`src/rtl/p2_read_scheduler.sv`:
```
// Read scheduler: streams the pooling-2 output map (NUM_CH channels of 4x4 words) to the
// fully-connected layer through a 2-entry FIFO with ready/valid backpressure.
module p2_read_scheduler #(
    parameter int unsigned NUM_CH = 12,
    parameter int unsigned DATA_W = 16
) (
    input  logic              clk,
    input  logic              reset,
    input  logic              start,
    input  logic              abort,
    output logic              mem_rd_en,
    output logic [3:0]        mem_ch,
    output logic [3:0]        mem_addr,
    input  logic [DATA_W-1:0] mem_rdata,
    output logic [DATA_W-1:0] out_data,
    output logic [7:0]        out_idx,
    output logic              out_valid,
    input  logic              out_ready,
    output logic              out_last,
    output logic              busy,
    output logic              done
);

    localparam logic [3:0] LastCh  = 4'(NUM_CH - 1);
    localparam logic [7:0] LastIdx = 8'(NUM_CH * 16 - 1);

    typedef enum logic [1:0] {StIdle, StRead, StDrain, StDone} state_e;

    state_e            state_q, state_d;
    logic [3:0]        ch_q, addr_q;
    logic              inflight_q;
    logic [7:0]        inflight_idx_q;
    logic [DATA_W-1:0] fifo_data_q [2];
    logic [7:0]        fifo_idx_q  [2];
    logic              wr_ptr_q, rd_ptr_q;
    logic [1:0]        count_q;

    logic in_pass, flush, push, pop, rd_ok, last_rd;

    assign in_pass = (state_q == StRead) || (state_q == StDrain);
    assign flush   = in_pass && abort;
    assign push    = reset && inflight_q && !flush;
    assign pop     = out_valid && out_ready;
    assign last_rd = (ch_q == LastCh) && (addr_q == 4'hf);
    // Buffered + in-flight words, less the one leaving now, must leave room in the FIFO.
    assign rd_ok   = ({1'b0, count_q} + {2'b00, inflight_q}) < (3'd2 + {2'b00, pop});

    always_ff @(posedge clk) begin
        if (!reset) begin
            state_q <= StIdle;
        end else begin
            state_q <= state_d;
        end
    end

    always_comb begin
        state_d = state_q;
        unique case (state_q)
            StIdle:  if (start && !abort) state_d = StRead;
            StRead: begin
                if (abort) begin
                    state_d = StIdle;
                end else if (mem_rd_en && last_rd) begin
                    state_d = StDrain;
                end
            end
            StDrain: begin
                if (abort) begin
                    state_d = StIdle;
                end else if (pop && out_last) begin
                    state_d = StDone;
                end
            end
            StDone:  state_d = StIdle;
            default: state_d = StIdle;
        endcase
    end

    // Every output is gated by reset so nothing leaks while reset is held low.
    always_comb begin
        mem_rd_en = reset && (state_q == StRead) && !abort && rd_ok;
        mem_ch    = mem_rd_en ? ch_q : 4'd0;
        mem_addr  = mem_rd_en ? addr_q : 4'd0;
        out_valid = reset && (count_q != 2'd0);
        out_data  = out_valid ? fifo_data_q[rd_ptr_q] : '0;
        out_idx   = out_valid ? fifo_idx_q[rd_ptr_q] : 8'd0;
        out_last  = out_valid && (out_idx == LastIdx);
        busy      = reset && in_pass;
        done      = reset && (state_q == StDone);
    end

    always_ff @(posedge clk) begin
        if (!reset || flush) begin
            ch_q           <= 4'd0;
            addr_q         <= 4'd0;
            inflight_q     <= 1'b0;
            inflight_idx_q <= 8'd0;
            wr_ptr_q       <= 1'b0;
            rd_ptr_q       <= 1'b0;
            count_q        <= 2'd0;
        end else begin
            inflight_q <= mem_rd_en;
            if (mem_rd_en) begin
                inflight_idx_q <= {ch_q, addr_q};
                addr_q         <= addr_q + 4'd1;
                if (addr_q == 4'hf) begin
                    ch_q <= last_rd ? 4'd0 : ch_q + 4'd1;
                end
            end
            if (push) begin
                wr_ptr_q <= ~wr_ptr_q;
            end
            if (pop) begin
                rd_ptr_q <= ~rd_ptr_q;
            end
            case ({push, pop})
                2'b10:   count_q <= count_q + 2'd1;
                2'b01:   count_q <= count_q - 2'd1;
                default: count_q <= count_q;
            endcase
        end
    end

    always_ff @(posedge clk) begin
        if (push) begin
            fifo_data_q[wr_ptr_q] <= mem_rdata;
            fifo_idx_q[wr_ptr_q]  <= inflight_idx_q;
        end
    end

endmodule

```
`config.mk`:
```
export PLATFORM = sky130hd
export DESIGN_NAME = p2_read_scheduler
export DESIGN_NICKNAME = d
export VERILOG_FILES = /design/src/rtl/p2_read_scheduler.sv
export SDC_FILE = /design/constraint.sdc
export NUM_CORES = 1
export LEC_CHECK = 0
export BUFFER_PORTS_ARGS = -buffer_cell sky130_fd_sc_hd__buf_2
export CAP_MARGIN = 5
export CORE_ASPECT_RATIO = 0.7
export CORE_UTILIZATION = 45
export DETAILED_ROUTE_END_ITERATION = 10
export GPL_TIMING_DRIVEN = 0
export PLACE_DENSITY_LB_ADDON = 0.1
export SYNTH_ARGS = -nofsm -noshare
export SYNTH_HDL_FRONTEND = slang
export SYNTH_SLANG_ARGS = --single-unit
```
`constraint.sdc`:
```
create_clock -name clk -period 4.1 [get_ports clk]
set_clock_uncertainty 0.1 [all_clocks]
set_input_delay 0.41 -clock clk [delete_from_list [all_inputs] [get_ports clk]]
set_output_delay 0.41 -clock clk [all_outputs]
set_load 0.01 [all_outputs]
```
==> results of run 1 <==
[logic make-up (layout without fill, tap and decap cells)]
| family | after synthesis | count (layout) |
|---|---|---|
| AO/OA/AOI/OAI | 32 | 32 |
| XOR/XNOR | 6 | 6 |
| adder cells (fa/ha/maj) | 10 | 10 |
| buffers and inverters | 30 | 104 |
| flip-flops | 72 | 72 |
| multiplexers | 25 | 25 |
| AND/OR/NAND/NOR | 82 | 82 |
[cell usage in the layout, fill, tap and decap left out, drive strengths merged]
master and n:
mux2i 24, dfxtp 24, nor2 30, or3 3, xor2 3, inv 24
o21ai 5, ha 10, xnor2 3, nand2b 2, bufinv 2, o41ai 1
clkinvlp 2, nor2b 1, clkbuf 16, nand3 7, or4b 1, and4b 2
nand2 28, buf 60, a31oi 2, a211o 2, or4 1, edfxtp 48
o311ai 1, a21boi 1, and3 2, and2 2, nand4 1, a211oi 2
or2 2, o211ai 1, a21oi 17, mux2 1
[per-stage QoR]
stage | utilization, % | total power, mW | hold slack, ps | std cells | cell area [sq um]
after global placement | 54.19 | 0.8873 | 335.5 | 405 | 3466
after CTS | 57.98 | 1.510 | 133.3 | 422 | 3709
final | 57.98 | 1.494 | 147.2 | 422 | 3709
after global routing | 57.98 | 1.549 | 131.9 | 422 | 3709
after floorplan | - | 0.8555 | 325.4 | 257 | 3067
after detailed placement | 54.46 | 0.8901 | 339.5 | 406 | 3483
[registers in the layout, summed over array words and instances, names as in the netlist, named ones only]
signal,flops
inflight_q,1
addr_q,4
fifo_idx_q,16
rd_ptr_q,1
fifo_data_q,32
state_q,2
count_q,2
inflight_idx_q,8
wr_ptr_q,1
ch_q,4
[final cells by class]
cell class | count | share of cell area [%]
clock inverter | 7 | 2.733
inverter | 21 | 2.126
sequential | 72 | 51.82
tap | 91 | 3.070
clock buffer | 9 | 3.340
timing repair buffer | 58 | 8.097
buffer | 9 | 0.9447
multi-input combinational | 155 | 27.87
[path summary, 6_finish.rpt]
path	from	end	slack [ps]	cells after the start
worst max-delay path	count_q[0]	mem_ch[2]	900	10
worst min-delay path	mem_rdata[15]	fifo_data_q[1][15]	150	1
worst max register to register	state_q[1]	fifo_idx_q[1][5]	1510	4
worst min register to register	inflight_idx_q[1]	fifo_idx_q[1][1]	360	0
[routing by layer]
metal  vias up  part of all wire, %
met3         8                  7.1
met1       949                   50
li1       1044                    -
met4         0                  1.3
met2        62                   42
met5         -                    0
[power by group through the flow]
stage | Combinational (mW) | Sequential (mW) | Clock [mW]
after floorplan | 0.0534 | 0.802 | 0
after global placement | 0.0838 | 0.803 | 0
after detailed placement | 0.0866 | 0.803 | 0
after CTS | 0.0868 | 0.787 | 0.636
after global routing | 0.0968 | 0.788 | 0.664
final | 0.0858 | 0.787 | 0.622
==> results by group, run 1 <==
Outcome
  – Outcome: finished, final reports clean

Yosys
  – Post-synth EDFFs: 48
  – Part of the Yosys area used for sequential elements: 62.67%
  – Post-Synth Simple-Gate Area: about 13%
  – Synthesized instance count: around 260
  – Synth Area in XOR/XNOR: around 1.7%
  – Mux share of post-synthesis cell area: under 10%
  – Ys async rst share: 0%
  – Largest family of logic cells by synthesized area: simple AND/OR/NAND/NOR gates
  – Distinct cell type count after synthesis: 38
  – Synth Area in Compound Gates: under 10%
  – Syn_area_per_cell: about 12 sq um
  – Yosys top cell by area: edfxtp_1
  – Top-count cell post-synth: edfxtp_1
  – Synth Warn #: 0
  – Top cell type's share of synthesized area: 47.00%
  – Area contributors post-synth: edfxtp_1, dfxtp_1, mux2i_1
  – Synth cell count leaders: edfxtp_1, nor2_1, nand2_1
  – Mapped Area: between 3000 and 4000 sq um
  – Adder-Cell Fraction of Synth Area: 4.080%
  – Top_reg_cell synth: edfxtp_1
  – Yosys reg bits: between 70 and 80
  – Mapped Nets: 288

STA
  – Slew Limit Fails: 0
  – Worst-margin pin slew: approximately 1100 ps
  – Min cycle time layout: between 3000 and 4000 ps
  – RSZ-0062 raised after global routing: false
  – Tcrit/Tclk final: 78.11%
  – Max_slew headroom: 24.47%
  – Max Clk Rate: about 0.31 GHz
  – Final hold violation count: 0
  – Setup tns final: 0 ps
  – Setup violators final: 0
  – Post-route worst setup slack: approximately 900 ps

GRT
  – Global Route Usage Sum: between 15 and 20%
  – GRT met2 Usage: between 20% and 30%
  – Total gr overflow: 0
  – Global-route track usage on met1: around a quarter
  – Most Crowded Layer GR: met1
  – Largest net degree at the start of global routing: 25
  – Initial antenna violation count: 0
  – First-pass GRT wire length: approximately 9.2 mm
  – Vias in the first global route: between 1500 and 2000
  – Met3 Use GR: roughly 5.8%

Critical path
  – Top delay family on crit path: simple AND/OR/NAND/NOR gates
  – CP endpoint kind: output port
  – CP arrival: roughly 2700 ps
  – Critical Path RT: between 3000 and 4000 ps
  – Worst setup SP type: flip-flop
  – CP max-delay cell: or4b_1
  – WS Path Type: reg2out
  – Slowest stage delay, CP: ~550 ps
  – CP cell instances: ha_1 > ha_1 > or4b_1 > o41ai_4 > nand2_2 > inv_2 > buf_2 > nand2_1 > inv_1 > buf_2
  – Worst Path Max Fanout: 10
  – Crit path buffers/inverters: 4

Clock network
  – Setup Fix Bufs, Post-CTS: 0
  – H-tree levels: 3
  – Clock buffer depth: 2
  – CTS tree: built
  – Post-CTS Hold Buffers: 0
  – CTS Buf Count: 9
  – Clk Latency, worst-skew pair: ~340 ps
  – Clock sink total: 72
  – Root Driver: clkbuf_8
  – Reg clk slew, reported paths: 80 ps
  – Number of gates resized after CTS: 0

Pwr
  – Sequential Power Share: between 50 and 60%
  – Comb pwr share: under 10%
  – PD cells: 402.9 nW/um^2
  – Clock power share: around two fifths
  – Sw Share: around 22%
  – Pint: roughly 1.2 mW
  – Lkg Pwr: 1.504 nW
  – Sw power: roughly 0.33 mW
  – Maximum vdd drop: slightly above 200 uV

Finish
  – Area Growth Syn to Fin: 20.93%
  – Area of the multi-input gates: 1033 sq um
  – Fraction of layout cells with a size suffix above 1: between 20% and 30%
  – FF/Latch Area: 1922 sq um
  – Antenna cells: 0
  – Nets: between 300 and 400
  – Fillers: ~570

Route
  – Routed len/inst: about 14 um
  – Initial DRC count: 63
  – Remaining DRCs: 0
  – Final WL: 5.749 mm
  – Vias per cell: around 4.9
  – First-pass DRT Iterations: 4
  – Routed Antenna Nets: 0
  – Via count: between 2000 and 2500

Die
  – Die area: a little over 7000 sq um
  – I/O Pins: 58
  – Core ar.: between 6000 and 7000 sq um
  – Initial core utilization: a little under half
  – FP Rows: 24
  – Die height: around 71 um
  – Die W: just over 100 um

Flow run
  – Max-cap viol count: 0

Placement
  – DP HPWL: approximately 4.2 mm
  – PortBufs: 57
  – Place WS: approximately 1300 ps
  – Final GP Congestion: a little over 0.8

Hold path
  – Worst hold path type: in2reg
(Power assumes the default switching activity.)
==> inputs of run 2 (changes only) <==
- ABC_AREA: default -> 1
- clock period: 4.1 -> 3.1 ns (I/O delays scaled with it)
==> run 2 against run 1 <==
Register-to-register slack worse by 1000 ps. Power up 40%. Worst hold slack got worse by 91 ps. Count of clock-buffer cells in the layout grew 3. Flip-flop and latch count unchanged. Wire length grew 3.3%. Sequential power grew 37%. Global-route usage down 0.38 points.
==> results by group, run 2 <==
Outcome
  – Outcome: finished, final reports clean

Yosys
  – Ys async rst share: 0%
  – Synthesized instance count: 349
  – Distinct cell type count after synthesis: 31
  – Area contributors post-synth: edfxtp_1, dfxtp_1, nand2_1
  – Top-count cell post-synth: nand2_1
  – Top_reg_cell synth: edfxtp_1
  – Part of the Yosys area used for sequential elements: between 50% and 60%
  – Mapped Nets: between 300 and 400
  – Syn_area_per_cell: 9.321 sq um
  – Synth cell count leaders: nand2_1, inv_1, edfxtp_1
  – Top cell type's share of synthesized area: 44.31%
  – Yosys reg bits: 72
  – Yosys top cell by area: edfxtp_1
  – Mapped Area: 3253 sq um
  – Synth Warn #: 0
  – Post-synth EDFFs: 48

Finish
  – Max FFs per register: 32
  – Fillers: between 600 and 700
  – Regs by FF count: fifo_data_q (32), fifo_idx_q (16), inflight_idx_q (8)
  – Final core utilization: between 50% and 60%
  – Area Growth Syn to Fin: 18.88%
  – Commonest cells after routing, fill and taps aside: nand2_1, buf_2, inv_1, edfxtp_1, dfxtp_1
  – Largest register by flop count: fifo_data_q
  – FF/Latch Area: 1922 sq um
  – Fraction of layout cells with a size suffix above 1: 24.82%
  – Commonest non-fill, non-tap cell in the layout: nand2_1
  – Area of the multi-input gates: 1036 sq um
  – Nets: 449
  – Antenna cells: 0
  – Final cell count without fillers: between 500 and 600

Clock network
  – Setup Fix Bufs, Post-CTS: 0
  – Clock buffer depth: 2
  – Root Driver: clkbuf_8
  – Number of gates resized after CTS: 0
  – Clk Latency, worst-skew pair: 330 ps
  – CTS tree: built
  – Post-CTS Hold Buffers: 0
  – CTS Buf Count: 9
  – Clock sink total: slightly above 70
  – Reg clk slew, reported paths: ~80 ps
  – H-tree levels: 3

Critical path
  – Critical Path RT: between 3000 and 4000 ps
  – Slowest stage delay, CP: 590 ps
  – CP cell instances: inv_1 > ha_1 > a21oi_2 > nand2_1 > nor2_2 > buf_8
  – CP max-delay cell: nor2_2
  – Worst setup SP type: flip-flop
  – WS Path Type: reg2reg
  – CP endpoint kind: flip-flop
  – Worst Path Max Fanout: 13
  – CP arrival: between 2000 and 3000 ps

Die
  – Core ar.: between 6000 and 7000 sq um
  – Die W: between 100 and 150 um
  – Die area: 7579 sq um
  – Initial core utilization: 47.27%
  – Die height: approximately 73 um
  – FP Rows: 25
  – I/O Pins: 58

Route
  – First-pass DRT Iterations: 4
  – Vias per cell: ~4.5
  – Final WL: ~6 mm
  – Via count: 2334
  – Routed len/inst: approximately 11 um
  – Routed Antenna Nets: 0
  – Remaining DRCs: 0
  – Initial DRC count: between 80 and 90

STA
  – Worst-margin pin slew: between 700 and 800 ps
  – RSZ-0062 raised after global routing: false
  – Setup violators final: 0
  – Max_slew headroom: 52.47%
  – Max Clk Rate: 0.3808 GHz
  – Final hold violation count: 0
  – Min cycle time layout: roughly 2600 ps
  – Tcrit/Tclk final: about 85%
  – Slew Limit Fails: 0

Hold path
  – Worst hold path type: in2reg

GRT
  – Largest net degree at the start of global routing: 15
  – Initial antenna violation count: 0
  – Global Route Usage Sum: around 17%
  – First-pass GRT wire length: approximately 9.7 mm
  – Vias in the first global route: a little over 2000
  – Total gr overflow: 0

Placement
  – Inst Count DP: 501
  – PortBufs: 56
  – DP HPWL: 4.324 mm
  – Final GP Congestion: approximately 0.74

Pwr
  – PD cells: 539.1 nW/um^2
  – Lkg Pwr: ~1.8 nW
  – Maximum vdd drop: between 200 and 300 uV

Flow run
  – Max-cap viol count: 0
-- run 2: cell families (layout without fill, tap and decap cells) --
| group | count (synthesis) | count (layout) | share of synthesized area (%) |
|---|---|---|---|
| AO/OA/AOI/OAI | 33 | 33 | 5.654 |
| XOR/XNOR | 2 | 2 | 0.5386 |
| adder cells (fa/ha/maj) | 10 | 10 | 3.846 |
| buffers and inverters | 68 | 142 | 9.231 |
| flip-flops | 72 | 72 | 59.08 |
| AND/OR/NAND/NOR | 164 | 164 | 21.65 |
-- run 2: layout make-up --
cell class | instances | area share (%)
well taps | 94 | 3.041
inverters | 58 | 5.694
plain buffers | 10 | 2.071
repair buffers | 58 | 8.023
multi-input cells | 209 | 26.79
flip-flops and latches | 72 | 49.69
clock buffers | 12 | 3.494
clock inverters | 4 | 1.197
-- run 2: worst paths after layout --
| kind | to | startpoint | slack [ps] | cells after the start |
|---|---|---|---|---|
| max | fifo_data_q[0][11] | state_q[0] | 470 | 6 |
| min | fifo_data_q[1][3] | mem_rdata[3] | 60 | 1 |
| max reg2reg | fifo_data_q[0][11] | state_q[0] | 470 | 6 |
| min reg2reg | fifo_idx_q[0][0] | inflight_idx_q[0] | 360 | 0 |
-- run 2: per-stage QoR --
step | setup slack, ps | power, mW | area, sq um | setup TNS, ps | hold slack (ps)
3_5_place_dp | 449.6 | 1.426 | 3686 | 0 | 342.0
3_3_place_gp | -405.0 | 1.417 | 3651 | -19430 | 339.1
4_1_cts | 444.1 | 2.111 | 3867 | 0 | 40.18
6_report | 474.3 | 2.085 | 3867 | 0 | 55.77
2_1_floorplan | 407.1 | 1.332 | 3253 | 0 | 308.9
5_1_grt | 299.0 | 2.202 | 3867 | 0 | 40.37
-- run 2: critical path, delay by kind of cell (launching register included) --
family	cells	cell delay, ps
buffers and inverters	2	340
AO/OA/AOI/OAI	1	380
flip-flops	1	390
AND/OR/NAND/NOR	2	780
adder cells (fa/ha/maj)	1	330
-- run 2: metal layers --
metal  global-route usage, %  wire (um)  vias up
li1                        -          -     1250
met3                   5.089        369        4
met1                   24.88       3101     1023
met5                       0          0        -
met2                   24.83       2435       57
met4                   5.314         32        0
-- run 2: power breakdown --
| part | internal [mW] | switching [mW] | total [mW] |
|---|---|---|---|
| clock network | 0.369 | 0.314 | 0.683 |
| registers | 1.06 | 0.0269 | 1.08 |
| logic | 0.117 | 0.201 | 0.319 |
==> inputs of run 3 (changes only) <==
- clock period: 3.1 -> 2.1 ns (I/O delays scaled with it)
==> run 3 against run 2 <==
First-iteration DRC count grew 66%. Sequential share of layout area shrank 4.8 points. Non-clock buffer count grew 25. Global-route usage grew 0.83 points. Worst hold slack gained 8.5 ps. Flip-flop and latch count is the same. Count of clock-buffer cells in the layout grew 2. The run now ends with negative setup slack left. Sequential power grew 48%.
==> results by group, run 3 (synthesis results as in run 2) <==
Outcome
  – Outcome: finished with violations
  – Failing checks: negative setup slack

Critical path
  – Critical Path RT: 1790 ps
  – Top delay family on crit path: simple AND/OR/NAND/NOR gates
  – R2R depth: 13
  – Worst Path Max Fanout: 5
  – WS Path Type: reg2out
  – Worst r2r src: count_q[0]
  – CP cell instances: ha_4 > ha_4 > nor3_4 > nand2_2 > buf_12 > nor2_2 > buf_2
  – CP max-delay cell: dfxtp_4
  – Reg-to-reg setup timing slack: around 30 ps
  – Critical path's most frequent cell: ha_4
  – Worst setup SP type: flip-flop
  – Reg2reg end: state_q[1]
  – Crit path buffers/inverters: 2
  – CP arrival: between 1500 and 2000 ps
  – CP endpoint kind: output port
  – Slowest stage delay, CP: 370 ps

STA
  – RSZ-0062 raised after global routing: true
  – Final hold violation count: 0
  – Min Hold Slack: 64.24 ps
  – Min cycle time layout: roughly 2100 ps
  – Tcrit/Tclk final: 100.1%
  – Max Clk Rate: about 0.48 GHz
  – Slew Limit Fails: 0
  – Worst-margin pin slew: 484.6 ps
  – Setup violators final: 1
  – Post-route worst setup slack: -2.917 ps
  – Max_slew headroom: 67.44%

Route
  – Final WL: 6.609 mm
  – Vias per cell: around 4.6
  – Routed Antenna Nets: 0
  – Routed len/inst: between 10 and 15 um
  – First-pass DRT Iterations: 4
  – Remaining DRCs: 0
  – Via count: ~2500
  – Initial DRC count: around 140

Placement
  – Final GP Congestion: 0.7540
  – DP HPWL: around 4.3 mm
  – Area after DPL: 3656 sq um
  – Place WS: -804.0 ps
  – PortBufs: 56
  – Inst Count DP: about 500

GRT
  – Largest net degree at the start of global routing: 20
  – Global Route Usage Sum: a little under a fifth
  – Total gr overflow: 0
  – Initial antenna violation count: 0
  – First-pass GRT wire length: 10.25 mm
  – Vias in the first global route: 2225

Die
  – Die area: 7579 sq um
  – Initial core utilization: 47.27%
  – Die W: approximately 100 um
  – FP Rows: 25
  – Die height: ~73 um
  – Core ar.: 6882 sq um
  – I/O Pins: 58

Pwr
  – Lkg Pwr: 1.976 nW
  – Tot Pwr: approximately 3.3 mW
  – Maximum vdd drop: slightly below 500 uV
  – PD cells: roughly 780 nW/um^2

Finish
  – Final cell count without fillers: ~540
  – Commonest non-fill, non-tap cell in the layout: nand2_1
  – Nets: 476
  – Fin area: between 4000 and 5000 sq um
  – Antenna cells: 0
  – Area Growth Syn to Fin: 32.19%
  – Regs by FF count: fifo_data_q (32), fifo_idx_q (16), inflight_idx_q (8)
  – Commonest cells after routing, fill and taps aside: nand2_1, buf_2, inv_1, edfxtp_1, a21oi_1
  – Fraction of layout cells with a size suffix above 1: between 30% and 40%
  – Max FFs per register: 32
  – Largest register by flop count: fifo_data_q

Flow run
  – Max-cap viol count: 0

Clock network
  – Clk Latency, worst-skew pair: ~340 ps
  – Clock buffer depth: 2
  – CTS Buf Count: 9
  – CTS tree: built
  – Reg clk slew, reported paths: 70 ps
  – Root Driver: clkbuf_8
  – Clock sink total: between 70 and 80
  – H-tree levels: 3

Hold path
  – Worst hold path type: in2reg
  – Hold Path End: state_q[1]
  – Hold path depth: 3
  – Min-delay src: reset
==> run 3: cell types whose count changed in the layout (fill, tap and decap cells not counted), moves of 4 or more <==
cell,before,now
dlygate4sd3_1,0,16
buf_4,1,12
nand2_1,111,106
nor2_4,1,6
ha_1,10,6
==> run 3: area by class of cell <==
| type | count | area, sq um |
|---|---|---|
| tap | 94 | 117.6 |
| buffer | 8 | 93.84 |
| multi-input combinational | 211 | 1162 |
| timing repair buffer | 85 | 580.6 |
| clock buffer | 14 | 173.9 |
| fill | 589 | 2581 |
| inverter | 58 | 229.0 |
| sequential | 72 | 1931 |
| clock inverter | 2 | 12.51 |
==> run 3: tightest hold or removal path: stages <==
cell and delay [ps]:
buf_4 150, nand2_1 70, nor2_1 40
==> run 3: what timing repair did <==
item	4_1_cts	5_1_grt
pin swaps	5	6
hold endpoints to repair	32	0
resized for setup	17	24
setup buffers	8	4
hold buffers	16	0
cloned	2	1
endpoints found under the setup margin	71	32
==> run 3: how the worst max path moves through the flow <==
stage,start,endpoint,slack (ps),cells past startpoint
after global routing,state_q[1],mem_ch[1],-110,10
final,count_q[0],mem_addr[1],-3,7
after CTS,inflight_q,mem_ch[1],-50,9
after floorplan,state_q[0],fifo_data_q[1][0],-210,5
after global placement,state_q[0],fifo_data_q[0][4],-790,5
after detailed placement,state_q[0],fifo_data_q[1][4],-800,5
==> run 3: where the power goes <==
| group | internal (mW) | leakage (nW) | total [mW] | switching, mW |
|---|---|---|---|---|
| sequential | 1.56 | 0.643 | 1.60 | 0.0416 |
| combinational | 0.336 | 1.24 | 0.716 | 0.380 |
| clock | 0.533 | 0.0918 | 1.02 | 0.486 |
| total | 2.43 | 1.98 | 3.34 | 0.908 |
==> run 3: routing by layer <==
metal	global-route usage (%)	share of wire, %
met5	0	0
met4	6.924	1.4
met3	5.357	3.9
met2	28.26	46
met1	23.84	49
==> run 3: per-stage QoR <==
stage	setup TNS (ps)	util, %
global placement	-38610	53.13
detailed placement	-38270	53.13
finish	-2.917	62.49
global route	-868.9	62.49
floorplan	-9768	-
CTS	-77.89	59.95
